`config.mk`:
```
export PLATFORM = sky130hd
export DESIGN_NAME = prog_timer
export DESIGN_NICKNAME = d
export VERILOG_FILES = /design/src/rtl/prog_timer_pkg.sv /design/src/rtl/timer_prescaler.sv /design/src/rtl/prog_timer.sv
export SDC_FILE = /design/constraint.sdc
export NUM_CORES = 1
export LEC_CHECK = 0
export ABC_AREA = 1
export CAP_MARGIN = 40
export CORE_AREA = 2 2 80 82
export DETAILED_ROUTE_END_ITERATION = 8
export DIE_AREA = 0 0 82 84
export PLACE_DENSITY = 0.39
export SLEW_MARGIN = 20
export SYNTH_ARGS = -nofsm -noshare
export SYNTH_HDL_FRONTEND = slang
export SYNTH_SLANG_ARGS = --single-unit
```
`constraint.sdc`:
```
create_clock -name clk -period 2.4 [get_ports clk]
set_clock_uncertainty 0.1 [all_clocks]
set_input_delay 0.48 -clock clk [delete_from_list [all_inputs] [get_ports clk]]
set_output_delay 0.48 -clock clk [all_outputs]
set_load 0.005 [all_outputs]
```
`src/rtl/prog_timer_pkg.sv`:
```
// Shared encodings for the programmable timer: FSM states and counting modes.
package prog_timer_pkg;

    typedef enum logic [1:0] {
        IDLE = 2'd0,
        RUN  = 2'd1,
        DONE = 2'd2
    } state_t;

    localparam logic MODE_PERIODIC = 1'b0;
    localparam logic MODE_ONESHOT  = 1'b1;

endpackage

```
`src/rtl/timer_prescaler.sv`:
```
// Divides running cycles into ticks: one tick every presc+1 cycles while run is high.
module timer_prescaler #(
    parameter int PRESC_W = 4
) (
    input  logic               clk,
    input  logic               rst,
    input  logic               clr,
    input  logic               run,
    input  logic [PRESC_W-1:0] presc,
    output logic               tick
);

    logic [PRESC_W-1:0] pcnt;

    // Using >= lets a presc reduced below the current count fire at once instead of stalling.
    assign tick = run && (pcnt >= presc);

    always_ff @(posedge clk) begin
        // NOTE: sequential state is always written with <= so every flop samples pre-edge values.
        if (rst || clr) begin
            pcnt <= '0;
        end else if (run) begin
            pcnt <= tick ? '0 : pcnt + 1'b1;
        end
    end

endmodule

```
`src/rtl/prog_timer.sv`:
```
// Programmable timer: compare register, up-counter, sticky irq and IDLE/RUN/DONE FSM.
module prog_timer
    import prog_timer_pkg::*;
#(
    parameter int WIDTH   = 8,
    parameter int PRESC_W = 4
) (
    input  logic               clk,
    input  logic               rst,
    input  logic               en,
    input  logic               mode,
    input  logic               load_we,
    input  logic [WIDTH-1:0]   load_val,
    input  logic [PRESC_W-1:0] presc,
    input  logic               irq_clr,
    output logic [WIDTH-1:0]   timer,
    output logic               running,
    output logic               irq
);

    state_t           state;
    logic [WIDTH-1:0] cmp;
    logic             tick;

    // Prescaler only advances in RUN with en high; any other state or a load clears it.
    timer_prescaler #(
        .PRESC_W (PRESC_W)
    ) u_presc (
        .clk   (clk),
        .rst   (rst),
        .clr   (load_we || (state != RUN)),
        .run   ((state == RUN) && en),
        .presc (presc),
        .tick  (tick)
    );

    always_ff @(posedge clk) begin
        if (rst) begin
            // NOTE: cmp is a control register, not a memory, so it gets a defined all-ones reset value.
            state   <= IDLE;
            timer   <= '0;
            cmp     <= '1;
            irq     <= 1'b0;
            running <= 1'b0;
        end else begin
            // Clear first so a terminal-count set later in this block takes priority.
            if (irq_clr) irq <= 1'b0;

            if (load_we) begin
                cmp     <= load_val;
                timer   <= '0;
                state   <= IDLE;
                running <= 1'b0;
            end else begin
                case (state)
                    IDLE: begin
                        timer <= '0;
                        if (en) begin
                            state   <= RUN;
                            running <= 1'b1;
                        end
                    end
                    RUN: begin
                        if (tick) begin
                            if (timer == cmp) begin
                                irq <= 1'b1;
                                if (mode == MODE_ONESHOT) begin
                                    state   <= DONE;
                                    running <= 1'b0;
                                end else begin
                                    timer <= '0;
                                end
                            end else begin
                                timer <= timer + 1'b1;
                            end
                        end
                    end
                    DONE: ;
                    default: begin
                        state   <= IDLE;
                        timer   <= '0;
                        running <= 1'b0;
                    end
                endcase
            end
        end
    end

endmodule

```
# Word level (Yosys, flattened, before mapping)
# Index checks and enable logic that the tools add are counted.
[classes]
n_reduce_logical = 8
addsub = 2
eq_ne = 9
mux = 20
order_cmp = 1
bitwise_logic = 1
[op_table]
columns = ["op", "count"]
rows = [
  ["$mux W8", 3],
  ["$pmux W8 S2", 1],
  ["$mux W1", 9],
  ["$add A8 B1 Y8 const B", 1],
  ["$eq A8 B8 Y1", 1],
  ["$mux W2", 4],
  ["$ne A2 B1 Y1 const B", 3],
  ["$pmux W2 S3", 1],
  ["$reduce_and A5 Y1", 1],
  ["$add A4 B1 Y4 const B", 1],
  ["$ge A4 B4 Y1", 1],
  ["$mux W4", 1],
  ["$ne A2 B2 Y1 const B", 2],
  ["$ne A3 B3 Y1 const B", 1],
  ["$pmux W1 S3", 1],
  ["$reduce_and A3 Y1", 1],
  ["$eq A2 B1 Y1 const B", 1],
  ["$eq A2 B2 Y1 const B", 1],
  ["$logic_and A1 B1 Y1", 2],
  ["$logic_not A2 Y1", 1],
  ["$logic_or A1 B1 Y1", 2],
  ["$reduce_or A2 Y1", 1],
  ["$not A1 Y1", 1],
]
[word_totals]
input_bits = 18
out_inout_bits = 10
register_bits = 24
elab_cells = 47

# Logic depth before layout (Yosys ltp)
[logic_depth]
depth_word = 6
ltp_mapped = 13
ltp_nobuf = 13

# Hierarchy
# A second synthesis with hierarchy kept.
[hier_totals]
hier_cells = 217
area_unflattened_um2 = 1457.6
[modules_own_cells]
columns = ["module", "instances", "cells_per_inst", "seq_area_each_um2", "area_each_um2"]
rows = [
  ["prog_timer", 1, 171, 400.4, 1141.1],
  ["timer_prescaler", 1, 46, 80.1, 316.6],
]

# Least setup slack after synthesis
# OpenSTA, ideal clock, no wires.
[synth_timing]
path_type = "in2reg"
from = "input port presc[3]"
to = "register timer[5]"
required_time_ns = 2.230
slack_ns = 0.714
n_path_buf = 0
arrival_ns = 1.516
setup_ns = 0.070
cell_stages = 9
path_cell_list = "inv_1 -> ha_1 -> a21oi_1 -> nand3_1 -> nand2_4 -> nand2_8 -> nand3_2 -> nand2_1 -> a21oi_1"
[synth_via]
elab_chain_cells = 4
[synth_lines]
columns = ["element", "line_no", "source"]
rows = [
  ["start, declared", "prog_timer.sv:14", "input logic [PRESC_W-1:0] presc,"],
  ["$ge A4 B4 Y1", "timer_prescaler.sv:16", "assign tick = run && (pcnt >= presc);"],
  ["$logic_and A1 B1 Y1", "timer_prescaler.sv:16", ""],
  ["$ne A2 B1 Y1 (no source line)", "-", ""],
  ["$reduce_and A3 Y1 (no source line)", "-", ""],
  ["end signal, assigned", "prog_timer.sv:74", "timer <= timer + 1'b1;"],
  ["end, declared", "prog_timer.sv:16", "output logic [WIDTH-1:0] timer,"],
]
# No other way between the ends.
# A chain may end at the register's enable or synchronous reset.

# Final worst setup path
[layout_timing]
from = "input port presc[3]"
to = "register timer[3]"
# The elaborated chain is that of the path after synthesis.

==> flow_summary.yaml <==
setup_path:
  cp_slowest_stage_delay_ps: 460
  start_kind: "input pin"
  crit_required_ps: 2500
  rrSetupSlack_ps: 650
  crit_chain: "clkdlybuf4s50_1 > inv_1 > ha_1 > a21oi_1 > nand3_1 > nand2_4 > nand2_8 > nand3_2 > nand2_1 > a21oi_1"
  crit_fanout: 7
  cp_slowest_cell: "clkdlybuf4s50_1"
  worstRegToRegCells: 8
  worst_ep_arrival_time_ps: 2120
  timing.rr.start: "timer[3]"
  crit_top_cell: "a21oi_1"
  r2r_end: "timer[1]"
  path_class: "input pin to register"
  crit_path_end_kind: "register"
yosys:
  ys_seq_area_share_pct: 31.8
  synth_edf_count: 0
  synth_nets: 240
  synth-xor-area-share_pct: 6.05
  ys_warn_count: 0
  yosysTopAreaCell: "dfxtp_1"
  synth_top_family_by_area: "simple AND/OR/NAND/NOR gates"
  netlist_top_cells_count: "nand2_1, inv_1, dfxtp_1"
  synth_cells: 216
  synth_simple_gate_area_share_pct: 39.2
  synth_top_area_share_pct: 31.8
  synth.distinct_cells: 26
  synthFlopType: "dfxtp_1"
  synth.area.mux_share_pct: 0
  async_reset_ff_share_pct: 0
  synth_fa_ha_area_share_pct: 5.19
  syn_avg_cell_area_sq_um: 6.70
  yosysMostFrequentCell: "nand2_1"
  synth_seq_cells: 23
  yosys-top-cells-area: "dfxtp_1, nand2_1, inv_1, ha_1, nor2_1"
  syn-cell-area_sq_mm: 0.00145
  synth_compound_area_share_pct: 7.09
final_layout:
  num_antenna_cells: 0
  layout-drive-gt1-share_pct: 7.76
  finalInstanceArea_sq_mm: 0.00184
  instances_no_fill: 322
  nets: 270
  synthToLayoutAreaGrowth_pct: 27.3
global_routing:
  grtUsageTotal_pct: 10.3
  antenna_found_initial: 0
  grt_max_degree: 14
  grt_pass1_wl_um: 5550
  overflow: 0
  grt_pass1_vias: 1160
place:
  dp_cells: 318
  dp_slack_ps: 94.1
  io_buffers: 27
  placed_area_sq_mm: 0.00180
  routabilityCongestion: 0.733
  hpwl_um: 2510
worst_hold_path:
  holdPathStages: 2
  holdCritStartpoint: "cmp[0]"
  min_to: "cmp[0]"
  hp-class: "register to register"
floorplanning:
  coreArea_sq_mm: 0.00610
  dieHeight_um: 84
  chipWidth_um: 82
  rows: 29
  start_util_pct: 23.7
  die_area_sq_mm: 0.00689
  io_pins: 28
timing:
  fin_ws_ps: 381
  rsz0062_at_grt: "false"
  worst_hold_slack_ps: 381
  finalHoldViolations: 0
  period_share_pct: 84.1
  setup-tns-final_ps: 0
  worst_slew_pin_slew_ps: 370
  period_minus_slack_ps: 2020
  setup_violations: 0
  maxSlewHeadroom_pct: 75.2
  slew_viol_final: 0
  max_freq_mhz: 495
clocking:
  clk_latency_ps: 270
  clock-sinks: 23
  cts_tree: "yes"
  cts.path.max_buffers: 2
  cts.repair.resized: 0
  cts_setup_buffers: 0
  root_buffer: "clkbuf_8"
  htree_levels: 1
  cts-buffers-inserted: 3
  cts-hold-fix-buffers: 0
  clk_pin_slew_ps: 90
routing:
  via_count: 1319
  wl_per_cell_um: 10.2
  drc: 0
  vias_per_cell: 4.10
  finalWirelength_um: 3300
  drtIter0Drc: 36
  ant_nets: 0
  first_pass_iters: 4
power_and_ir_drop:
  power.leakage_nw: 0.791
  power_density_mw_per_mm2: 414
  peakVddDrop_mv: 0.152
run_status:
  status: "completed"
run:
  maxCapViolations: 0
==> where the power goes <==
part	internal (W)	total [W]	switching, W
combinational	0.0000544	0.000109	0.0000542
clock	0.000119	0.000252	0.000134
sequential	0.000392	0.000401	0.00000880
total	0.000566	0.000762	0.000197
==> registers in the layout, summed over array words and instances (netlist names) <==
register / flops
cmp: 8
timer: 8
u_presc.pcnt: 4
irq: 1
running: 1
state: 1
==> worst max-delay path by stage <==
stage / cells past startpoint / from / slack (ps) / endpoint
final: 10 / presc[3] / 380 / timer[3]
after global routing: 10 / presc[3] / 200 / timer[5]
after CTS: 10 / presc[3] / 360 / timer[2]
after detailed placement: 10 / presc[3] / 90 / timer[5]
after global placement: 10 / presc[3] / 70 / timer[2]
after floorplan: 9 / presc[3] / 710 / timer[5]
==> stage by stage <==
stage,power [W],util (%)
after CTS,0.000773,30.2
after global routing,0.000803,30.2
after global placement,0.000521,29.5
after floorplan,0.000470,-
after detailed placement,0.000520,29.5
final,0.000762,30.2
==> cell type report <==
| type | instances | area, sq um |
|---|---|---|
| Clock buffer | 4 | 45.0 |
| Sequential cell | 23 | 460 |
| Multi-Input combinational cell | 156 | 832 |
| Inverter | 33 | 124 |
| Timing Repair Buffer | 29 | 285 |
| Fill cell | 695 | 4250 |
| Tap cell | 77 | 96.3 |
==> cell families (layout without fill, tap and decap cells) <==
group,after synthesis,after routing
buf+inv,37,66
xor+xnor,10,10
fa+ha+maj,6,6
flops,23,23
compound gates,20,20
simple gates,120,120
==> metal layers <==
metal	track usage (%)	wire, um
met3	1.73	149
met2	13.0	1280
met5	0	0
met1	16.2	1800
met4	5.00	68
==> layout by cell type (no fill, tap or decap) <==
cell	n
a21oi_1	14
buf_4	2
clkbuf_1	1
clkbuf_8	3
clkdlybuf4s50_1	27
dfxtp_1	23
ha_1	6
inv_1	30
inv_2	3
nand2_1	69
nand2_2	2
nand2_4	3
nand2_8	1
nand3_1	13
nand3_2	1
nand3b_1	1
nand4_1	5
nor2_1	20
nor2_2	1
nor2_4	1
nor2_8	1
nor3_1	1
nor3_2	1
o21ai_0	5
o21bai_1	1
xnor2_1	5
xor2_1	5
==> critical path: cells and delay by family <==
family          cells  cell delay (ps)
compound gates      2              280
fa+ha+maj           1              310
buf+inv             2              500
simple gates        5              540
(Power assumes the default switching activity.)
